[src/rtl/output_error_collector.sv]
// output_error_collector: masks, clips and streams one batch of output-layer errors
module output_error_collector #(
  parameter int DATA_WIDTH = 32,
  parameter int NUM_OUTPUT = 4,
  parameter int ADDR_WIDTH = 2,
  parameter bit CLIP_EN    = 1'b1
) (
  input  logic                  clk,
  input  logic                  rst_n,
  input  logic                  i_valid,
  input  logic [DATA_WIDTH-1:0] i_data,
  input  logic [ADDR_WIDTH-1:0] i_action,
  output logic [DATA_WIDTH-1:0] o_data,
  output logic [ADDR_WIDTH-1:0] o_index,
  output logic                  o_last,
  output logic                  o_valid,
  input  logic                  i_ready,
  output logic                  o_overflow
);
  typedef enum logic {COLLECT, STREAM} state_t;
  localparam logic [ADDR_WIDTH-1:0] LAST = ADDR_WIDTH'(NUM_OUTPUT - 1);
  state_t                r_state, w_state_nxt;
  logic [ADDR_WIDTH-1:0] r_wcnt, r_rptr, r_act, w_act, w_rnext;
  logic [DATA_WIDTH-1:0] r_buf [NUM_OUTPUT];
  logic [DATA_WIDTH-1:0] r_data, w_wdata;
  logic                  r_valid, r_last, r_overflow;
  logic                  w_nan, w_clip, w_wr, w_last_wr, w_hs;
  // Write-value selection (mask, then clip, NaN untouched) and next state
  always_comb begin
    w_act       = (r_wcnt == '0) ? i_action : r_act;
    w_nan       = (i_data[30:23] == 8'hFF) && (i_data[22:0] != '0);
    w_clip      = CLIP_EN && (i_data[30:23] >= 8'd127) && !w_nan;
    w_wdata     = (r_wcnt != w_act) ? '0 : w_clip ? {i_data[31], 31'h3F800000} : i_data;
    w_wr        = (r_state == COLLECT) && i_valid;
    w_last_wr   = w_wr && (r_wcnt == LAST);
    w_hs        = r_valid && i_ready;
    w_rnext     = (r_rptr == LAST) ? '0 : r_rptr + 1'b1;
    w_state_nxt = r_state;
    if (w_last_wr) w_state_nxt = STREAM;
    else if (w_hs && r_last) w_state_nxt = COLLECT;
  end
  // State register
  always_ff @(posedge clk) r_state <= rst_n ? COLLECT : w_state_nxt;
  // Counters, registered stream outputs and sticky overflow
  always_ff @(posedge clk) begin
    if (rst_n) begin
      r_wcnt     <= '0;
      r_rptr     <= '0;
      r_act      <= '0;
      r_data     <= '0;
      r_valid    <= 1'b0;
      r_last     <= 1'b0;
      r_overflow <= 1'b0;
    end else begin
      if (w_wr) begin
        r_wcnt <= (r_wcnt == LAST) ? '0 : r_wcnt + 1'b1;
        if (r_wcnt == '0) r_act <= i_action;
      end
      if (w_last_wr) begin
        r_valid <= 1'b1;
        r_rptr  <= '0;
        r_data  <= r_buf[0];
        r_last  <= 1'b0;
      end
      if (w_hs) begin
        r_rptr  <= w_rnext;
        r_data  <= r_buf[w_rnext];
        r_last  <= (w_rnext == LAST);
        r_valid <= !r_last;
      end
      if (r_state == STREAM && i_valid) r_overflow <= 1'b1;
    end
  end
  // Error buffer; contents are don't-care after reset
  always_ff @(posedge clk) if (w_wr) r_buf[r_wcnt] <= w_wdata;
  assign o_data     = r_data;
  assign o_index    = r_rptr;
  assign o_last     = r_last;
  assign o_valid    = r_valid;
  assign o_overflow = r_overflow;
endmodule

[config.mk]
export PLATFORM = sky130hd
export DESIGN_NAME = output_error_collector
export DESIGN_NICKNAME = d
export VERILOG_FILES = /design/src/rtl/output_error_collector.sv
export SDC_FILE = /design/constraint.sdc
export NUM_CORES = 1
export LEC_CHECK = 0
export BUFFER_PORTS_ARGS = -buffer_cell sky130_fd_sc_hd__buf_4
export CORE_ASPECT_RATIO = 1.4
export CORE_UTILIZATION = 35
export CTS_CLUSTER_SIZE = 12
export DETAILED_ROUTE_END_ITERATION = 16
export PLACE_DENSITY = 0.5
export SLEW_MARGIN = 20
export SYNTH_ARGS = -nofsm -noshare
export SYNTH_HDL_FRONTEND = slang
export SYNTH_SLANG_ARGS = --single-unit
[constraint.sdc]
create_clock -name clk -period 1.97 [get_ports clk]
set_clock_uncertainty 0.1 [all_clocks]
set_input_delay 0.394 -clock clk [delete_from_list [all_inputs] [get_ports clk]]
set_output_delay 0.394 -clock clk [all_outputs]
set_load 0.05 [all_outputs]
==> results of run 1 <==
metal layers:
layer | wire length (um) | global-route usage (%) | vias to the layer above
li1 | - | - | 2217
met1 | 7610 | 22.1 | 2302
met2 | 9110 | 31.2 | 85
met3 | 499 | 3.66 | 20
met4 | 331 | 6.76 | 0
met5 | 0 | 0 | -
kinds of logic (layout without fill, tap and decap cells):
family | count (synthesis) | after routing | share of synthesized area [%]
flip-flops | 170 | 170 | 67.0
adder cells (fa/ha/maj) | 6 | 6 | 1.07
AND/OR/NAND/NOR | 192 | 192 | 12.4
buffers and inverters | 44 | 182 | 3.70
multiplexers | 22 | 22 | 6.74
AO/OA/AOI/OAI | 84 | 84 | 8.86
XOR/XNOR | 2 | 2 | 0.250
critical path: stages (launching register included):
cell	delay, ns
dfxtp_2	0.33
inv_2	0.07
ha_4	0.18
mux2i_4	0.25
xnor2_2	0.17
nand2_4	0.15
buf_12	0.19
buf_6	0.12
nor3b_2	0.15
buf_4	0.14
cell type report:
cell class	instances	area share, %
Clock buffer	18	4.75
Multi-Input combinational cell	306	24.9
Tap cell	248	3.36
Clock inverter	14	1.73
Timing Repair Buffer	145	14.2
Inverter	5	0.230
Sequential cell	170	50.8
power groups by stage:
stage	combinational [mW]	sequential, mW	clock, mW
finish	0.888	4.09	3.35
global route	0.946	4.10	3.55
CTS	0.856	4.08	3.40
detailed placement	0.679	4.16	0
global placement	0.668	4.15	0
floorplan	0.288	4.18	0
synth_stat cells:
master and n:
o211ai_2 1, buf_1 1, inv_4 1, clkbuf_1 8, or2_2 1, nand2_2 1, ha_1 6, a31oi_1 13
mux4_2 11, nor2_1 49, nand2_1 97, or3_1 1, inv_1 4, a311oi_1 19, nand3_1 3, o21ai_0 3
and3_1 1, xnor2_1 2, a22oi_1 1, dfxtp_1 42, buf_6 5, buf_2 16, nor2b_1 1, mux2i_1 4
a22o_1 14, buf_4 9, nor3b_1 23, and2_1 3, mux4_1 7, nor3_4 1, nand4_1 2, a41oi_1 13
edfxtp_1 128, nor3_1 3, nor4_1 5, a21oi_1 20, nor2_2 1
sequential cells by signal, summed over array words and instances (netlist names):
name / flops
o_last: 1
r_buf: 128
o_data: 32
r_wcnt: 2
r_act: 2
o_valid: 1
o_index: 2
o_overflow: 1
r_state: 1
per-stage QoR:
stage	setup TNS, ns	total power [mW]	util, %
2_1_floorplan	0	4.47	-
3_3_place_gp	-26.42	4.82	42.9
3_5_place_dp	-28.86	4.84	42.9
4_1_cts	-0.517	8.34	47.3
5_1_grt	-3.25	8.59	47.7
6_report	-0.144	8.32	47.7
timing repair:
| action | CTS | global route |
|---|---|---|
| gates cloned | 2 | 0 |
| pin swaps | 2 | 4 |
| buffers inserted | 2 | 1 |
| resized for setup | 44 | 14 |
| endpoints found under the setup margin | 120 | 108 |
layout by cell type (no fill, tap or decap), types with 5 or more instances in the layout:
master / Yosys / layout
a22o_1: 14 / 14
mux4_1: 7 / 7
nor2_1: 49 / 42
a41oi_1: 13 / 13
nor3b_4: 0 / 6
nor4_1: 5 / 5
nor3b_2: 0 / 11
buf_12: 0 / 14
ha_1: 6 / 5
buf_4: 9 / 126
nor2_4: 0 / 8
clkbuf_16: 0 / 17
nor3b_1: 23 / 6
a311oi_1: 19 / 19
a31oi_1: 13 / 13
a21oi_1: 20 / 20
mux4_2: 11 / 11
inv_6: 0 / 5
nand2_1: 97 / 96
edfxtp_1: 128 / 128
dfxtp_1: 42 / 38
how the worst max path moves through the flow:
stage | endpoint | slack, ns | depth (start not counted)
floorplan | r_buf[1][0] | 0.003 | 3
global placement | r_buf[0][1] | -0.33 | 7
detailed placement | r_buf[1][16] | -0.33 | 7
CTS | r_buf[0][0] | -0.04 | 9
global route | r_buf[1][10] | -0.08 | 8
finish | r_buf[2][0] | -0.02 | 9
==> flow_summary.yaml, run 1 <==
outcome:
  status: "finished, violations left"
  violations: "negative setup slack"
min_path:
  min_path_cells: 3
  hold_path_end: "o_overflow"
  min_from: "i_valid"
  worstHoldPathType: "in2reg"
detailed_routing:
  vias: 4624
  drtAntennaViolNets: 0
  wire_per_inst_um: 19.4
  drtPass1Iterations: 4
  drc: 0
  drt_iter0_markers: 300
  routed_wl_mm: 17.6
  vias_per_cell: 5.10
logic_synthesis:
  synthDistinctLibCells: 37
  synth_top_area_cell: "edfxtp_1"
  synth_area_um2: 6990
  ys_seq_area_share_pct: 67.0
  avgSynthCellArea_um2: 13.5
  synth_area_leaders: "edfxtp_1, dfxtp_1, nand2_1"
  synth_top_area_share_pct: 55.0
  synth_warnings: 0
  ys_ff_latch: 170
  synth_cells: 520
  syn-num-nets: 564
power:
  swShare_pct: 23.4
  p_seq_share_pct: 49.1
  p_clk_share_pct: 40.2
  vdd.ir_drop.worst_mv: 0.567
  p_leak_nw: 3.43
  power_switching_mw: 1.95
  power.density_nw_per_um2: 900
  p_int_mw: 6.37
  p_comb_share_pct: 10.7
final_layout:
  nFillCells: 1752
  layout.nets: 689
  layout-drive-gt1-share_pct: 35.1
  final_cells: 906
  area_delta_synth_final_pct: 32.1
  multiInputGateArea_um2: 2300
  fin_area_um2: 9240
  antenna_cells: 0
  seqCellArea_um2: 4690
global_routing:
  grt_pass1_wl_mm: 27.1
  grt_max_degree: 39
  grt_util_all_layers_pct: 18.1
  grt_overflow_total: 0
  antenna_found_initial: 0
  grt_pass1_vias: 4745
sta:
  fin_crit_ns: 1.99
  max_freq_mhz: 503
  slew-limit-headroom_pct: 70.1
  finalHoldWorstSlack_ns: 0.106
  setup_viol: 16
  period_share_pct: 101
  hold_viol: 0
  rsz0062_at_grt: "yes"
  tightestPinTransition_ns: 0.445
  drv_slew: 0
  setup_ws_ns: -0.0199
floorplanning:
  start_util_pct: 36.1
  fp.dieArea_um2: 20600
  chipWidth_um: 121
  die_h_um: 169
  coreArea_um2: 19400
  fp-row-count: 60
  io_pins: 75
place:
  post-place-ws_ns: -0.333
  dp.cells: 870
  port_buffers: 74
  hpwl_mm: 11.2
  placed_area_um2: 8310
  gp_congestion: 0.739
clock_tree:
  ctsHoldBuffers: 0
  htreeDepth: 4
  cts_tree: "done"
  cts_buffer_depth: 2
  cts_root_buffer: "clkbuf_16"
  clkTransAtPathRegs_ns: 0.07
  cts_sinks: 170
  insertion_delay_ns: 0.43
  cts_made_buffers: 17
setup_path:
  critPathKind: "reg2reg"
  crit_path_start: "r_wcnt[1]"
  cp_max_fo: 6
  r2r_cells: 9
  rr_endpoint: "r_buf[2][0]"
  required_ns: 2.17
  r2r_setup_slack_ns: -0.02
  cp-start-kind: "flip-flop"
  r2r-start: "r_wcnt[1]"
  crit_path_end_kind: "flip-flop"
  crit_arrival_ns: 2.19
flow_run:
  max_cap_viol_count: 0
Power figures use the tool's default switching activity.
==> run 2: changes to the inputs <==
Settings changed: BUFFER_PORTS_ARGS -buffer_cell sky130_fd_sc_hd__buf_4 to unset, DONT_BUFFER_PORTS set to 1, PLACE_DENSITY 0.5 to 0.47.
==> run 2 against run 1 <==
Compared with the run above: the flow now finishes without violations; non-clock buffer count down 94; critical path depth shrank 1; combinational power down 17%; flip-flop and latch count is the same; wire length grew 3.9%; first-iteration DRC count decreased by 1.7%; global-route usage shrank 0.13 points; clock power is 1% lower; cell count shrank 10%; count of clock-buffer cells in the layout grew 1; sequential power hardly changed; largest power group unchanged; sequential share of layout area rose by 3.4 points.
==> flow_summary.yaml, run 2 (same netlist as run 1, synthesis figures left out) <==
floorplanning:
  fp-row-count: 60
  chipWidth_um: 121
  coreArea_um2: 19400
  fp.dieArea_um2: 20600
  die_h_um: 169
  io_pins: 75
  start_util_pct: 36.1
sta:
  rsz0062_at_grt: "yes"
  setup_viol: 0
  drv_slew: 0
  max_freq_mhz: 509
  hold_viol: 0
  fin_tns_setup_ns: 0
  tightestPinTransition_ns: 0.617
  slew-limit-headroom_pct: 58.8
  period_share_pct: 99.7
  fin_crit_ns: 1.96
clock_tree:
  cts_made_buffers: 17
  cts_root_buffer: "clkbuf_16"
  cts_buffer_depth: 2
  insertion_delay_ns: 0.43
  htreeDepth: 4
  clkTransAtPathRegs_ns: 0.06
  cts_sinks: 170
  cts_tree: "done"
final_layout:
  multiInputGateArea_um2: 2370
  area_delta_synth_final_pct: 23.8
  fin_area_um2: 8660
  nFillCells: 1746
  layout_commonest_cell: "edfxtp_1"
  layout.nets: 595
  seqCellArea_um2: 4690
  antenna_cells: 0
  final_cells: 812
  layout-drive-gt1-share_pct: 25.4
  layout_common_cells: "edfxtp_1, nand2_1, nor2_1"
  regMostFlops: "r_buf"
  largest_reg_flops: 128
detailed_routing:
  vias: 4391
  drc: 0
  drt_iter0_markers: 295
  wire_per_inst_um: 22.4
  drtPass1Iterations: 4
  drtAntennaViolNets: 0
  vias_per_cell: 5.41
  routed_wl_mm: 18.2
global_routing:
  grt_pass1_wl_mm: 26.5
  grt_max_degree: 39
  antenna_found_initial: 0
  grt_util_all_layers_pct: 17.9
  grt_overflow_total: 0
  grt_pass1_vias: 4447
power:
  p_leak_nw: 3.01
  power.density_nw_per_um2: 942
  vdd.ir_drop.worst_mv: 0.614
  power.total_mw: 8.16
setup_path:
  cpPeakStageDelay_ns: 0.33
  worst-path-buf-inv: 3
  path_cells: "inv_2, ha_4, mux2i_2, xnor2_2, nand2_2, buf_12, clkbuf_16, nor3b_4"
  crit_arrival_ns: 2.10
  required_ns: 2.10
  critPathKind: "reg2reg"
  crit_path_end_kind: "flip-flop"
  path_delay_family: "buffers and inverters"
  cp-start-kind: "flip-flop"
  cp_slowest_cell: "dfxtp_2"
  cp_max_fo: 5
flow_run:
  max_cap_viol_count: 0
place:
  hpwl_mm: 10.6
  port_buffers: 0
  gp_congestion: 0.747
  dp.cells: 768
  placed_area_um2: 7520
min_path:
  worstHoldPathType: "in2reg"
outcome:
  status: "completed"
run 2: worst paths after layout:
path               start           end  slack [ns]  cells after the start
max            r_wcnt[1]  r_buf[2][17]       0.006                      8
max reg2reg    r_wcnt[1]  r_buf[2][17]       0.006                      8
min          i_action[0]      r_act[0]        0.02                      2
min reg2reg   o_data[31]    o_data[31]        0.39                      2
run 2: routing by layer:
layer | GRT usage (%) | routed length (um)
met4 | 7.19 | 341
met5 | 0 | 0
met3 | 4.97 | 913
met1 | 21.4 | 7620
met2 | 30.3 | 9350
run 2: stage by stage:
stage	setup WS, ns	utilization (%)	hold WS (ns)
final	0.00577	44.7	0.0200
after global routing	-0.0548	44.7	0.00541
after global placement	-0.135	38.8	0.369
after detailed placement	-0.168	38.8	0.369
after CTS	-0.000751	42.8	0.00620
after floorplan	0.00252	-	0.363
run 2: layout make-up:
class	count	share of cell area, %
Clock buffer	19	5.23
Clock inverter	13	1.65
Multi-Input combinational cell	306	27.4
Tap cell	248	3.58
Timing Repair Buffer	51	7.76
Inverter	5	0.246
Sequential cell	170	54.2
run 2: what timing repair did:
action / CTS / global route
gates cloned: 0 / 6
gates resized for setup: 32 / 39
hold buffers: 2 / 0
setup buffers: 0 / 4
pin swaps: 0 / 11
hold endpoints to repair: 28 / 0
setup endpoints to repair: 115 / 125
run 2: power by group:
part | internal [mW] | switching (mW) | leakage (nW)
clock network | 1.94 | 1.36 | 0.278
logic | 0.317 | 0.419 | 1.16
registers | 4.03 | 0.0865 | 1.57
total | 6.29 | 1.87 | 3.01
